## config.mk

```make
export PLATFORM = sky130hd
export DESIGN_NAME = xif_coprocessor_alu
export DESIGN_NICKNAME = d
export VERILOG_FILES = /design/src/rtl/xif_coprocessor_alu.sv
export SDC_FILE = /design/constraint.sdc
export NUM_CORES = 1
export LEC_CHECK = 0
export CORE_MARGIN = 5
export CORE_UTILIZATION = 55
export CTS_CLUSTER_SIZE = 10
export DETAILED_ROUTE_END_ITERATION = 8
export PLACE_DENSITY = 0.82
export SKIP_CTS_REPAIR_TIMING = 1
export SYNTH_ARGS = -nofsm -noshare
export SYNTH_HDL_FRONTEND = slang
export SYNTH_SLANG_ARGS = --single-unit
```

## constraint.sdc

```tcl
create_clock -name clk_i -period 12.1 [get_ports clk_i]
set_input_delay 1.21 -clock clk_i [delete_from_list [all_inputs] [get_ports clk_i]]
set_output_delay 1.21 -clock clk_i [all_outputs]
set_load 0.02 [all_outputs]
```

## src/rtl/xif_coprocessor_alu.sv

```systemverilog
// -----------------------------------------------------------------------------
// xif_coprocessor_alu
//
// Coprocessor-side CV-X-IF endpoint that executes custom-0 ALU instructions
// (ADD, XOR, SUB, AND on two source registers). Each accepted instruction
// takes an in-flight entry that collects operands from the register interface
// and a commit/kill decision from the commit interface. Entries retire strictly
// in issue order from the head: killed entries are dropped silently, committed
// entries with operands present their result until the core takes it.
// The module provides the issue, register, commit and result interfaces only.
//
// Ports:
//   clk_i, rst_i          clock, synchronous active-high reset
//   issue_*               instruction offer and combinational accept response
//   register_*            operand delivery (rs0/rs1), matched by {hartid,id}
//   commit_*              commit or kill of an offloaded instruction
//   result_*              in-order result return with valid/ready handshake
// -----------------------------------------------------------------------------
module xif_coprocessor_alu #(
  parameter int X_ID_WIDTH     = 4,
  parameter int X_HARTID_WIDTH = 1,
  parameter int X_RFR_WIDTH    = 32,
  parameter int X_RFW_WIDTH    = 32,
  parameter int DEPTH          = 4
) (
  input  logic                      clk_i,
  input  logic                      rst_i,
  // issue interface
  input  logic                      issue_valid_i,
  output logic                      issue_ready_o,
  input  logic [31:0]               issue_instr_i,
  input  logic [X_HARTID_WIDTH-1:0] issue_hartid_i,
  input  logic [X_ID_WIDTH-1:0]     issue_id_i,
  output logic                      issue_accept_o,
  output logic                      issue_writeback_o,
  output logic [1:0]                issue_register_read_o,
  output logic                      issue_ecswrite_o,
  output logic                      issue_loadstore_o,
  // register interface
  input  logic                      register_valid_i,
  output logic                      register_ready_o,
  input  logic [X_HARTID_WIDTH-1:0] register_hartid_i,
  input  logic [X_ID_WIDTH-1:0]     register_id_i,
  input  logic [X_RFR_WIDTH-1:0]    register_rs0_i,
  input  logic [X_RFR_WIDTH-1:0]    register_rs1_i,
  input  logic [1:0]                register_rs_valid_i,
  // commit interface
  input  logic                      commit_valid_i,
  input  logic [X_HARTID_WIDTH-1:0] commit_hartid_i,
  input  logic [X_ID_WIDTH-1:0]     commit_id_i,
  input  logic                      commit_kill_i,
  // result interface
  output logic                      result_valid_o,
  input  logic                      result_ready_i,
  output logic [X_HARTID_WIDTH-1:0] result_hartid_o,
  output logic [X_ID_WIDTH-1:0]     result_id_o,
  output logic [X_RFW_WIDTH-1:0]    result_data_o,
  output logic [4:0]                result_rd_o,
  output logic                      result_we_o,
  output logic [2:0]                result_ecswe_o,
  output logic [5:0]                result_ecsdata_o,
  output logic                      result_exc_o,
  output logic                      result_dbg_o,
  output logic                      result_err_o,
  output logic [5:0]                result_exccode_o
);

  localparam int         PTR_W       = $clog2(DEPTH);
  localparam logic [6:0] OPC_CUSTOM0 = 7'b0001011;

  // In-flight entry storage
  logic [DEPTH-1:0]          r_valid;
  logic [DEPTH-1:0]          r_ops;
  logic [DEPTH-1:0]          r_committed;
  logic [DEPTH-1:0]          r_killed;
  logic [X_HARTID_WIDTH-1:0] r_hartid [DEPTH];
  logic [X_ID_WIDTH-1:0]     r_id     [DEPTH];
  logic [4:0]                r_rd     [DEPTH];
  logic [1:0]                r_op     [DEPTH];
  logic [X_RFR_WIDTH-1:0]    r_rs0    [DEPTH];
  logic [X_RFR_WIDTH-1:0]    r_rs1    [DEPTH];
  logic [PTR_W-1:0]          r_head;
  logic [PTR_W-1:0]          r_tail;
  logic [PTR_W:0]            r_count;

  logic                   w_accept;
  logic                   w_full;
  logic                   w_alloc;
  logic                   w_reg_hs;
  logic                   w_head_kill;
  logic                   w_result_valid;
  logic                   w_pop;
  logic [DEPTH-1:0]       w_alloc_hit;
  logic [DEPTH-1:0]       w_reg_hit;
  logic [DEPTH-1:0]       w_commit_hit;
  logic [DEPTH-1:0]       w_pop_hit;
  logic [X_RFW_WIDTH-1:0] w_alu;
  logic                   w_unused;

  // Decode: custom-0 with funct3 in 000..011 (funct3[2] clear)
  assign w_accept              = (issue_instr_i[6:0] == OPC_CUSTOM0) && !issue_instr_i[14];
  assign issue_accept_o        = w_accept;
  assign issue_writeback_o     = w_accept;
  assign issue_register_read_o = {w_accept, w_accept};
  assign issue_ecswrite_o      = 1'b0;
  assign issue_loadstore_o     = 1'b0;
  assign w_unused              = ^issue_instr_i[31:15];

  // Ready depends only on occupancy, so a same-cycle pop never frees a slot early
  assign w_full           = (r_count == (PTR_W + 1)'(DEPTH));
  assign issue_ready_o    = !w_full && !rst_i;
  assign register_ready_o = !rst_i;
  assign w_alloc          = issue_valid_i && issue_ready_o && w_accept;
  assign w_reg_hs         = register_valid_i && register_ready_o && (register_rs_valid_i == 2'b11);

  // Per-entry match logic. An entry being allocated this cycle is treated as
  // live with the incoming issue fields and clear status bits, so register and
  // commit handshakes in the same cycle as the issue still land on it.
  generate
    for (genvar gi = 0; gi < DEPTH; gi++) begin : g_entry
      logic                      w_live;
      logic                      w_ops;
      logic                      w_committed;
      logic [X_HARTID_WIDTH-1:0] w_hartid;
      logic [X_ID_WIDTH-1:0]     w_id;

      assign w_alloc_hit[gi]  = w_alloc && (r_tail == PTR_W'(gi));
      assign w_live           = r_valid[gi] || w_alloc_hit[gi];
      assign w_ops            = w_alloc_hit[gi] ? 1'b0 : r_ops[gi];
      assign w_committed      = w_alloc_hit[gi] ? 1'b0 : r_committed[gi];
      assign w_hartid         = w_alloc_hit[gi] ? issue_hartid_i : r_hartid[gi];
      assign w_id             = w_alloc_hit[gi] ? issue_id_i : r_id[gi];

      assign w_reg_hit[gi]    = w_reg_hs && w_live && !w_ops &&
                                (w_hartid == register_hartid_i) && (w_id == register_id_i);
      assign w_commit_hit[gi] = commit_valid_i && !rst_i && w_live && !w_committed &&
                                (w_hartid == commit_hartid_i) && (w_id == commit_id_i);
      assign w_pop_hit[gi]    = w_pop && (r_head == PTR_W'(gi));
    end
  endgenerate

  // Head retirement
  assign w_head_kill    = r_valid[r_head] && r_committed[r_head] && r_killed[r_head];
  assign w_result_valid = r_valid[r_head] && r_committed[r_head] && !r_killed[r_head] &&
                          r_ops[r_head] && !rst_i;
  assign w_pop          = w_head_kill || (w_result_valid && result_ready_i);

  always_comb begin
    w_alu = '0;
    case (r_op[r_head])
      2'b00:   w_alu = r_rs0[r_head] + r_rs1[r_head];
      2'b01:   w_alu = r_rs0[r_head] ^ r_rs1[r_head];
      2'b10:   w_alu = r_rs0[r_head] - r_rs1[r_head];
      default: w_alu = r_rs0[r_head] & r_rs1[r_head];
    endcase
  end

  always_ff @(posedge clk_i) begin
    if (rst_i) begin
      r_valid <= '0;
      r_head  <= '0;
      r_tail  <= '0;
      r_count <= '0;
    end else begin
      for (int i = 0; i < DEPTH; i++) begin
        if (w_alloc_hit[i]) begin
          r_valid[i]     <= 1'b1;
          r_hartid[i]    <= issue_hartid_i;
          r_id[i]        <= issue_id_i;
          r_rd[i]        <= issue_instr_i[11:7];
          r_op[i]        <= issue_instr_i[13:12];
          r_ops[i]       <= 1'b0;
          r_committed[i] <= 1'b0;
          r_killed[i]    <= 1'b0;
        end
        // Later assignments override the allocation defaults above
        if (w_reg_hit[i]) begin
          r_rs0[i] <= register_rs0_i;
          r_rs1[i] <= register_rs1_i;
          r_ops[i] <= 1'b1;
        end
        if (w_commit_hit[i]) begin
          r_committed[i] <= 1'b1;
          r_killed[i]    <= commit_kill_i;
        end
        if (w_pop_hit[i]) begin
          r_valid[i] <= 1'b0;
        end
      end
      if (w_alloc) begin
        r_tail <= r_tail + 1'b1;
      end
      if (w_pop) begin
        r_head <= r_head + 1'b1;
      end
      if (w_alloc && !w_pop) begin
        r_count <= r_count + 1'b1;
      end else if (!w_alloc && w_pop) begin
        r_count <= r_count - 1'b1;
      end
    end
  end

  // Result fields are forced to zero whenever no result is offered
  assign result_valid_o   = w_result_valid;
  assign result_we_o      = w_result_valid;
  assign result_hartid_o  = w_result_valid ? r_hartid[r_head] : '0;
  assign result_id_o      = w_result_valid ? r_id[r_head] : '0;
  assign result_rd_o      = w_result_valid ? r_rd[r_head] : '0;
  assign result_data_o    = w_result_valid ? w_alu : '0;
  assign result_ecswe_o   = '0;
  assign result_ecsdata_o = '0;
  assign result_exc_o     = 1'b0;
  assign result_dbg_o     = 1'b0;
  assign result_err_o     = 1'b0;
  assign result_exccode_o = '0;

endmodule

```

==> results.py, run 1 <==
metrics = {
    "synthesis": {
        "synth_seq_area_share_pct": 57.98,
        "synth_top_flop_cell": "edfxtp_1",
        "synthArstFlopShare_pct": 0,
        "avgSynthCellArea_um2": 14.84,
        "synth_edf_count": 316,
        "synth_area_um2": 16810,
        "ys_types": 74,
        "ys.warnings.count": 0,
        "syn_inst": 1133,
        "ys_ff_latch": 329,
    },
    "final_layout": {
        "instances_no_fill": 1700,
        "nets": 1479,
        "final_area_um2": 19750,
        "drive_gt1_share_pct": 11.90,
        "area_growth_pct": 17.44,
    },
    "placed_design": {
        "post-place-cells": 1639,
        "dp_slack_ns": 3.852,
        "io_buffers": 152,
        "hpwlAfterDp_mm": 25.59,
        "place_congestion": 0.8987,
        "post_dp_cell_area_um2": 18610,
    },
    "pwr": {
        "power_frac_comb_pct": 3.0,
        "switching_share_pct": 19.28,
        "power_frac_seq_pct": 52.7,
        "power.internal_w": 0.001914,
        "clkPwrFrac_pct": 44.3,
        "p_per_area_nw_per_um2": 120.1,
        "switching_power_w": 0.0004572,
        "power_leakage_nw": 6.885,
        "peakVddDrop_mv": 0.1124,
        "fin_total_pwr_w": 0.002372,
    },
    "cts": {
        "numCtsBuffers": 39,
        "clockBufferDepth": 3,
        "cts_sinks": 329,
        "clkTransAtPathRegs_ns": 0.05,
        "htree_num_levels": 2,
        "cts-root-buf": "clkbuf_16",
        "clk_latency_ns": 0.53,
        "cts_tree": "built",
    },
    "grt": {
        "grt_pass1_vias": 10430,
        "antenna_found_initial": 4,
        "grt_max_degree": 66,
        "grt.total_usage_pct": 22.53,
        "grt.overflow.total": 0,
        "grt_pass1_wl_mm": 58.90,
    },
    "timing": {
        "hold_viol": 0,
        "tns_ns": 0,
        "slew_viol_final": 0,
        "min_period_ns": 8.792,
        "grt_setup_unrepaired": "false",
        "fin_ws_ns": 3.308,
        "setup_viol": 0,
        "skew_ns": 0.02067,
        "fmax_ghz": 0.1137,
        "slew_headroom_pct": 30.56,
        "worstMarginPinSlew_ns": 1.042,
        "period_share_pct": 72.66,
    },
    "critical_path": {
        "path_delay_family": "compound AO/OA/AOI/OAI gates",
        "slowest_stage": "dfxtp_4",
        "cp-end-kind": "output port",
        "required_ns": 10.89,
        "cp_num_buf_inv": 2,
        "path_max_fanout": 42,
        "arrival_ns": 7.58,
        "path_cells": "buf_4 > mux4_1 > or3_1 > or2_2 > o41ai_1 > xor2_1 > ha_1 > a21oi_1 > nand2_1 > or2_2 > o21ai_0 > o21bai_1 > a21oi_1 > nor2_1 > a2111oi_0 > clkdlybuf4s50_1",
        "path_class": "reg -> out",
        "critPathLaunchType": "register",
        "critPathMaxStageDelay_ns": 0.85,
    },
    "min_path": {
        "hold_path.class": "reg -> reg",
    },
    "detailed_routing": {
        "firstDrtPassIters": 7,
        "wl_per_cell_um": 22.73,
        "antenna_left": 0,
        "drt_iter0_drc": 764,
        "viasPerCell": 6.064,
        "drc_errors": 0,
        "wl_mm": 38.64,
        "vias": 10310,
    },
    "floorplanning": {
        "num_rows": 64,
        "ios": 190,
        "die_h_um": 184.8,
        "die_x_um": 184.8,
        "core_area_um2": 30350,
        "dieArea_um2": 34170,
        "initial_core_util_pct": 55.40,
    },
    "status": {
        "outcome": "complete, no violations",
    },
    "run": {
        "drv_cap": 0,
    },
}
metal layers:
metal / share of wire (%) / track usage, %
met4: 2.6 / 6.342
met3: 7.4 / 5.086
met2: 50 / 38.39
met5: 0.11 / 0
met1: 40 / 29.41
cell usage in the layout (no fill, tap or decap), types with 11 or more instances in the layout:
cell / instances
nor2_1: 53
o21ai_0: 37
conb_1: 20
a211oi_1: 38
a21o_1: 29
ha_1: 73
nor2b_1: 13
nand2_1: 31
xor2_1: 57
clkbuf_1: 15
dfxtp_1: 11
inv_1: 20
mux4_2: 71
nand3_1: 20
mux2i_1: 44
nor3_1: 12
edfxtp_1: 316
xnor2_1: 46
and2_1: 21
clkbuf_16: 41
buf_4: 12
clkdlybuf4s50_1: 152
a21oi_1: 34
logic make-up (layout without fill, tap and decap cells):
logic type,count (synthesis),after routing,synth area share [%]
DFF,329,329,57.98
and+or+nand+nor,214,214,6.891
AOI/OAI and AO/OA,193,193,7.687
muxes,124,124,13.36
xor gates and xnor gates,104,104,5.462
buffers and inverters,93,244,2.924
adders and majority gates,75,75,5.671
other,1,21,0.02230
sequential cells by signal (all words and copies together), names as in the netlist, 3 cells and up, named ones only:
| signal | count |
|---|---|
| r_count | 3 |
| r_rs0 | 128 |
| r_killed | 4 |
| r_id | 16 |
| r_hartid | 4 |
| r_rs1 | 128 |
| r_rd | 20 |
| r_op | 8 |
| r_valid | 4 |
| r_committed | 4 |
| r_ops | 4 |
synth_stat cells, drive strengths merged, types with 21 or more instances:
cell / n / area share, %
nand2: 31 / 0.69
a21oi: 34 / 1.0
mux2i: 44 / 2.6
clkbuf: 31 / 0.69
ha: 73 / 5.4
xnor2: 47 / 2.5
edfxtp: 316 / 56
buf: 42 / 1.8
a211oi: 38 / 1.7
xor2: 57 / 3.0
a21o: 29 / 1.3
and2: 21 / 0.78
mux4: 78 / 11
nor2: 53 / 1.2
o21ai: 39 / 1.2
per-stage QoR:
| step | hold WS [ns] | util, % |
|---|---|---|
| finish | 0.4904 | 65.06 |
| CTS | 0.4978 | 65.06 |
| detailed placement | 0.4919 | 61.32 |
| floorplan | 0.4590 | - |
| global placement | 0.4715 | 61.32 |
| global route | 0.5254 | 65.06 |
power groups by stage:
stage	combinational, W	clock (W)	sequential [W]
floorplan	0.0000245	0	0.00127
global placement	0.0000670	0	0.00127
detailed placement	0.0000696	0	0.00127
CTS	0.0000701	0.00107	0.00125
global route	0.0000752	0.00113	0.00125
finish	0.0000702	0.00105	0.00125
tightest hold or removal path, stage by stage, from the launching register on:
cell,delay (ns)
dfxtp_1,0.31
o21ai_0,0.07
a21oi_1,0.06
final cells by class:
type | instances | area [um^2]
Tap cell | 396 | 495.5
Multi-Input combinational cell | 730 | 6670
Clock inverter | 2 | 25.02
Antenna cell | 1 | 2.502
Inverter | 20 | 75.07
Timing Repair Buffer | 164 | 1612
Sequential cell | 329 | 9757
Fill cell | 2220 | 10600
Clock buffer | 58 | 1110
final timing paths:
check	start	to	slack (ns)	cells after the start
setup reg to reg	r_count[0]	r_rs1[1][25]	8.07	8
hold / removal	r_count[2]	r_count[2]	0.49	2
setup / recovery	register	result_data_o[15]	3.31	16
hold reg to reg	r_count[2]	r_count[2]	0.49	2
Power figures use the tool's default switching activity.
==> run 2: changes to the inputs <==
Settings changed: CORE_UTILIZATION 55 to 51, PLACE_DENSITY 0.82 to 0.8.
Clock period 12.1 ns to 8 ns, I/O delays scaled along.
==> results.py, run 2 (synthesized netlist as in run 1, its figures left out) <==
metrics = {
    "critical_path": {
        "path_class": "reg -> out",
        "arrival_ns": 6.82,
        "cp-end-kind": "output port",
        "critPathLaunchType": "register",
        "ff2ff_path_depth": 8,
        "required_ns": 7.20,
        "rrSetupSlack_ns": 3.87,
        "path_max_fanout": 20,
        "r2r_start": "r_count[0]",
        "r2r-end": "r_rs1[1][8]",
    },
    "detailed_routing": {
        "antenna_left": 0,
        "viasPerCell": 5.862,
        "drc_errors": 0,
        "firstDrtPassIters": 5,
        "drt_iter0_drc": 663,
        "vias": 10270,
        "wl_mm": 38.71,
        "wl_per_cell_um": 22.11,
    },
    "timing": {
        "hold_viol": 0,
        "grt_setup_unrepaired": "false",
        "skew_ns": 0.01486,
        "fin_ws_ns": 0.3799,
        "hold-worst-slack_ns": 0.4877,
        "worstMarginPinSlew_ns": 1.023,
        "tns_ns": 0,
        "slew_viol_final": 0,
        "fmax_ghz": 0.1312,
        "min_period_ns": 7.620,
        "setup_viol": 0,
        "period_share_pct": 95.25,
        "slew_headroom_pct": 30.03,
    },
    "pwr": {
        "power_frac_comb_pct": 3.0,
        "power.internal_w": 0.002861,
        "clkPwrFrac_pct": 43.9,
        "p_per_area_nw_per_um2": 179.2,
        "switching_power_w": 0.0006971,
        "power_frac_seq_pct": 53.1,
        "peakVddDrop_mv": 0.1526,
        "switching_share_pct": 19.59,
        "power_leakage_nw": 6.924,
    },
    "cts": {
        "clk_latency_ns": 0.53,
        "clockBufferDepth": 3,
        "clkTransAtPathRegs_ns": 0.05,
        "cts_sinks": 329,
        "numCtsBuffers": 39,
        "htree_num_levels": 2,
        "cts-root-buf": "clkbuf_16",
        "cts_tree": "built",
    },
    "floorplanning": {
        "dieArea_um2": 36700,
        "die_x_um": 191.6,
        "num_rows": 66,
        "core_area_um2": 32540,
        "ios": 190,
        "initial_core_util_pct": 51.68,
        "die_h_um": 191.6,
    },
    "placed_design": {
        "io_buffers": 152,
        "hpwlAfterDp_mm": 26.01,
        "dp_slack_ns": 1.100,
        "place_congestion": 0.8916,
    },
    "grt": {
        "grt_pass1_wl_mm": 59.71,
        "use_met2_pct": 35.68,
        "grt_max_degree": 66,
        "antenna_found_initial": 2,
        "grt.overflow.total": 0,
        "grt_pass1_vias": 10580,
        "use_met1_pct": 27.95,
        "grt.total_usage_pct": 21.11,
        "use_met3_pct": 3.908,
        "grt.busiest_layer": "met2",
    },
    "final_layout": {
        "largestRegisters": "r_rs0: 128 flops, r_rs1: 128 flops, r_rd: 20 flops",
        "final_cell_mix": "edfxtp_1, clkdlybuf4s50_1, ha_1",
        "drive_gt1_share_pct": 12.30,
        "post-route-util_pct": 61.03,
        "nets": 1485,
        "area_growth_pct": 18.09,
        "mostFrequentLayoutCell": "edfxtp_1",
        "antenna_cells": 0,
    },
    "min_path": {
        "min_to": "r_count[2]",
        "hold_depth": 2,
        "hold_path.class": "reg -> reg",
        "hold_start": "r_count[2]",
    },
    "status": {
        "outcome": "complete, no violations",
    },
    "run": {
        "drv_cap": 0,
    },
}
## run 2: power groups by stage
| stage | logic [W] | clock network, W | registers [W] |
|---|---|---|---|
| 2_1_floorplan | 0.0000373 | 0 | 0.00193 |
| 3_3_place_gp | 0.000102 | 0 | 0.00193 |
| 3_5_place_dp | 0.000105 | 0 | 0.00193 |
| 4_1_cts | 0.000106 | 0.00159 | 0.00189 |
| 5_1_grt | 0.000114 | 0.00167 | 0.00189 |
| 6_report | 0.000106 | 0.00156 | 0.00189 |
## run 2: critical path, stage by stage (launching register included)
cell	delay, ns
dfxtp_4	0.66
mux4_2	0.63
or2_2	0.32
or3_1	0.38
or2_2	0.42
o41ai_1	0.33
xor2_1	0.19
ha_1	0.31
a21oi_1	0.22
nand2_1	0.09
or2_2	0.31
o21ai_0	0.50
o21bai_1	0.11
a21oi_1	0.19
nor2_1	0.06
a2111oi_0	0.80
clkdlybuf4s50_1	0.76
## run 2: how the worst max path moves through the flow
stage	from	to	slack, ns	cells past startpoint
floorplan	issue_instr_i[2]	r_rs0[0][0]	0.08	7
global placement	register	result_data_o[15]	1.17	16
detailed placement	register	result_data_o[15]	1.10	16
CTS	register	result_data_o[15]	0.52	16
global route	register	result_data_o[15]	0.11	16
finish	register	result_data_o[15]	0.38	16
## run 2: area by class of cell
| class | count | area [um^2] |
|---|---|---|
| fillers | 2433 | 12680 |
| flip-flops and latches | 329 | 9757 |
| multi-input cells | 730 | 6694 |
| repair buffers | 170 | 1657 |
| clock buffers | 55 | 1056 |
| well taps | 442 | 553.0 |
| inverters | 20 | 75.07 |
| clock inverters | 5 | 63.81 |
## run 2: routing by layer
layer	vias to the layer above	part of all wire [%]
li1	4722	-
met5	-	0.085
met4	4	2.9
met2	362	49
met3	62	6.4
met1	5115	42
## run 2: metrics by stage
stage | instances | instance area (um^2) | power [W]
after global routing | 1751 | 19860 | 0.003677
after detailed placement | 1691 | 18740 | 0.002031
after global placement | 1691 | 18740 | 0.002027
after floorplan | 1152 | 16900 | 0.001964
final | 1751 | 19860 | 0.003558
after CTS | 1751 | 19860 | 0.003590
==> run 3: changes to the inputs <==
Settings changed: ABC_AREA from default to 0, CORE_UTILIZATION 51 to 45, PLACE_DENSITY 0.8 to 0.73.
==> results.py, run 3 (synthesized netlist as in run 1, its figures left out) <==
metrics = {
    "cts": {
        "htree_num_levels": 2,
        "clockBufferDepth": 3,
        "cts_sinks": 329,
        "clk_latency_ns": 0.53,
        "cts-root-buf": "clkbuf_16",
        "clkTransAtPathRegs_ns": 0.06,
        "numCtsBuffers": 40,
        "cts_tree": "built",
    },
    "final_layout": {
        "multi_input_area_um2": 6699,
        "area_growth_pct": 18.73,
        "nFillCells": 3000,
        "drive_gt1_share_pct": 12.97,
        "seq_area_um2": 9757,
        "nets": 1492,
        "largestRegisters": "r_rs0: 128 flops, r_rs1: 128 flops, r_rd: 20 flops",
        "final_cell_mix": "edfxtp_1, clkdlybuf4s50_1, ha_1",
        "mostFrequentLayoutCell": "edfxtp_1",
        "post-route-util_pct": 54.27,
    },
    "detailed_routing": {
        "wl_mm": 40.01,
        "antenna_left": 0,
        "drt_iter0_drc": 608,
        "vias": 10290,
        "drc_errors": 0,
        "wl_per_cell_um": 22.48,
        "firstDrtPassIters": 5,
        "viasPerCell": 5.783,
    },
    "timing": {
        "slew_viol_final": 0,
        "hold_viol": 0,
        "setup_viol": 0,
        "fmax_ghz": 0.1320,
        "grt_setup_unrepaired": "false",
        "tns_ns": 0,
        "period_share_pct": 94.73,
        "skew_ns": 0.01388,
        "worstMarginPinSlew_ns": 1.044,
        "slew_headroom_pct": 30.42,
        "min_period_ns": 7.579,
    },
    "grt": {
        "grt_pass1_vias": 10590,
        "antenna_found_initial": 5,
        "grt.total_usage_pct": 18.95,
        "grt.overflow.total": 0,
        "grt_pass1_wl_mm": 60.91,
        "grt_max_degree": 66,
    },
    "status": {
        "outcome": "complete, no violations",
    },
    "floorplanning": {
        "die_x_um": 203.3,
        "core_area_um2": 36790,
        "num_rows": 70,
        "die_h_um": 203.3,
        "ios": 190,
        "initial_core_util_pct": 45.71,
        "dieArea_um2": 41330,
    },
    "critical_path": {
        "critPathLaunchType": "register",
        "arrival_ns": 6.78,
        "path_class": "reg -> out",
        "ff2ff_path_depth": 8,
        "path_max_fanout": 22,
        "required_ns": 7.20,
        "cp-end-kind": "output port",
    },
    "pwr": {
        "p_per_area_nw_per_um2": 180.9,
        "peakVddDrop_mv": 0.1351,
        "fin_total_pwr_w": 0.003610,
        "power_leakage_nw": 6.975,
    },
    "min_path": {
        "hold_path.class": "reg -> reg",
        "hold_depth": 2,
    },
    "placed_design": {
        "io_buffers": 152,
        "place_congestion": 0.9078,
        "hpwlAfterDp_mm": 27.10,
    },
    "run": {
        "drv_cap": 0,
    },
}
-- run 3: final timing paths --
kind,from,end,slack (ns)
min,r_count[2],r_count[2],0.49
min reg2reg,r_count[2],r_count[2],0.49
max reg2reg,r_count[0],r_rs1[1][8],3.87
max,register,result_data_o[15],0.42
-- run 3: report_power, final --
part           leakage (nW)  total (W)  switching [W]  internal, W
Clock                 0.558    0.00161       0.000653     0.000960
Combinational          3.46   0.000107      0.0000516    0.0000558
Sequential             2.95    0.00189     0.00000203      0.00189
Total                  6.98    0.00361       0.000706      0.00290
-- run 3: metal layers --
| layer | wire length [um] | global-route usage [%] |
|---|---|---|
| met5 | 54 | 0 |
| met3 | 2930 | 4.564 |
| met1 | 16520 | 24.59 |
| met4 | 986 | 4.987 |
| met2 | 19530 | 32.24 |
-- run 3: worst max-delay path, cell delays in order, from the launching register on --
cell and delay, ns:
dfxtp_4 0.65, mux4_2 0.63, or2_2 0.32, or3_1 0.38, or2_2 0.41, o41ai_1 0.33, xor2_1 0.19, ha_1 0.31
a21oi_1 0.22, nand2_1 0.10, or2_2 0.31, o21ai_0 0.58, o21bai_1 0.12, a21oi_1 0.22, nor2_1 0.07, a2111oi_1 0.56
buf_4 0.22, clkdlybuf4s50_1 0.59
-- run 3: per-stage QoR --
stage	hold WS, ns	instance area, um^2	instances	worst slack, ns
floorplan	0.4590	16900	1152	0.07864
global placement	0.4719	18810	1723	0.8897
detailed placement	0.4843	18810	1723	0.9661
CTS	0.4922	19960	1779	0.3547
global route	0.5396	19960	1779	0.1251
finish	0.4883	19960	1780	0.4214
-- run 3: layout make-up --
type | instances | area share, %
clock inverter | 4 | 0.1692
multi-input combinational | 730 | 33.56
clock buffer | 52 | 5.553
sequential | 329 | 48.87
inverter | 20 | 0.3761
antenna | 1 | 0.01254
tap | 468 | 2.933
timing repair buffer | 176 | 8.524
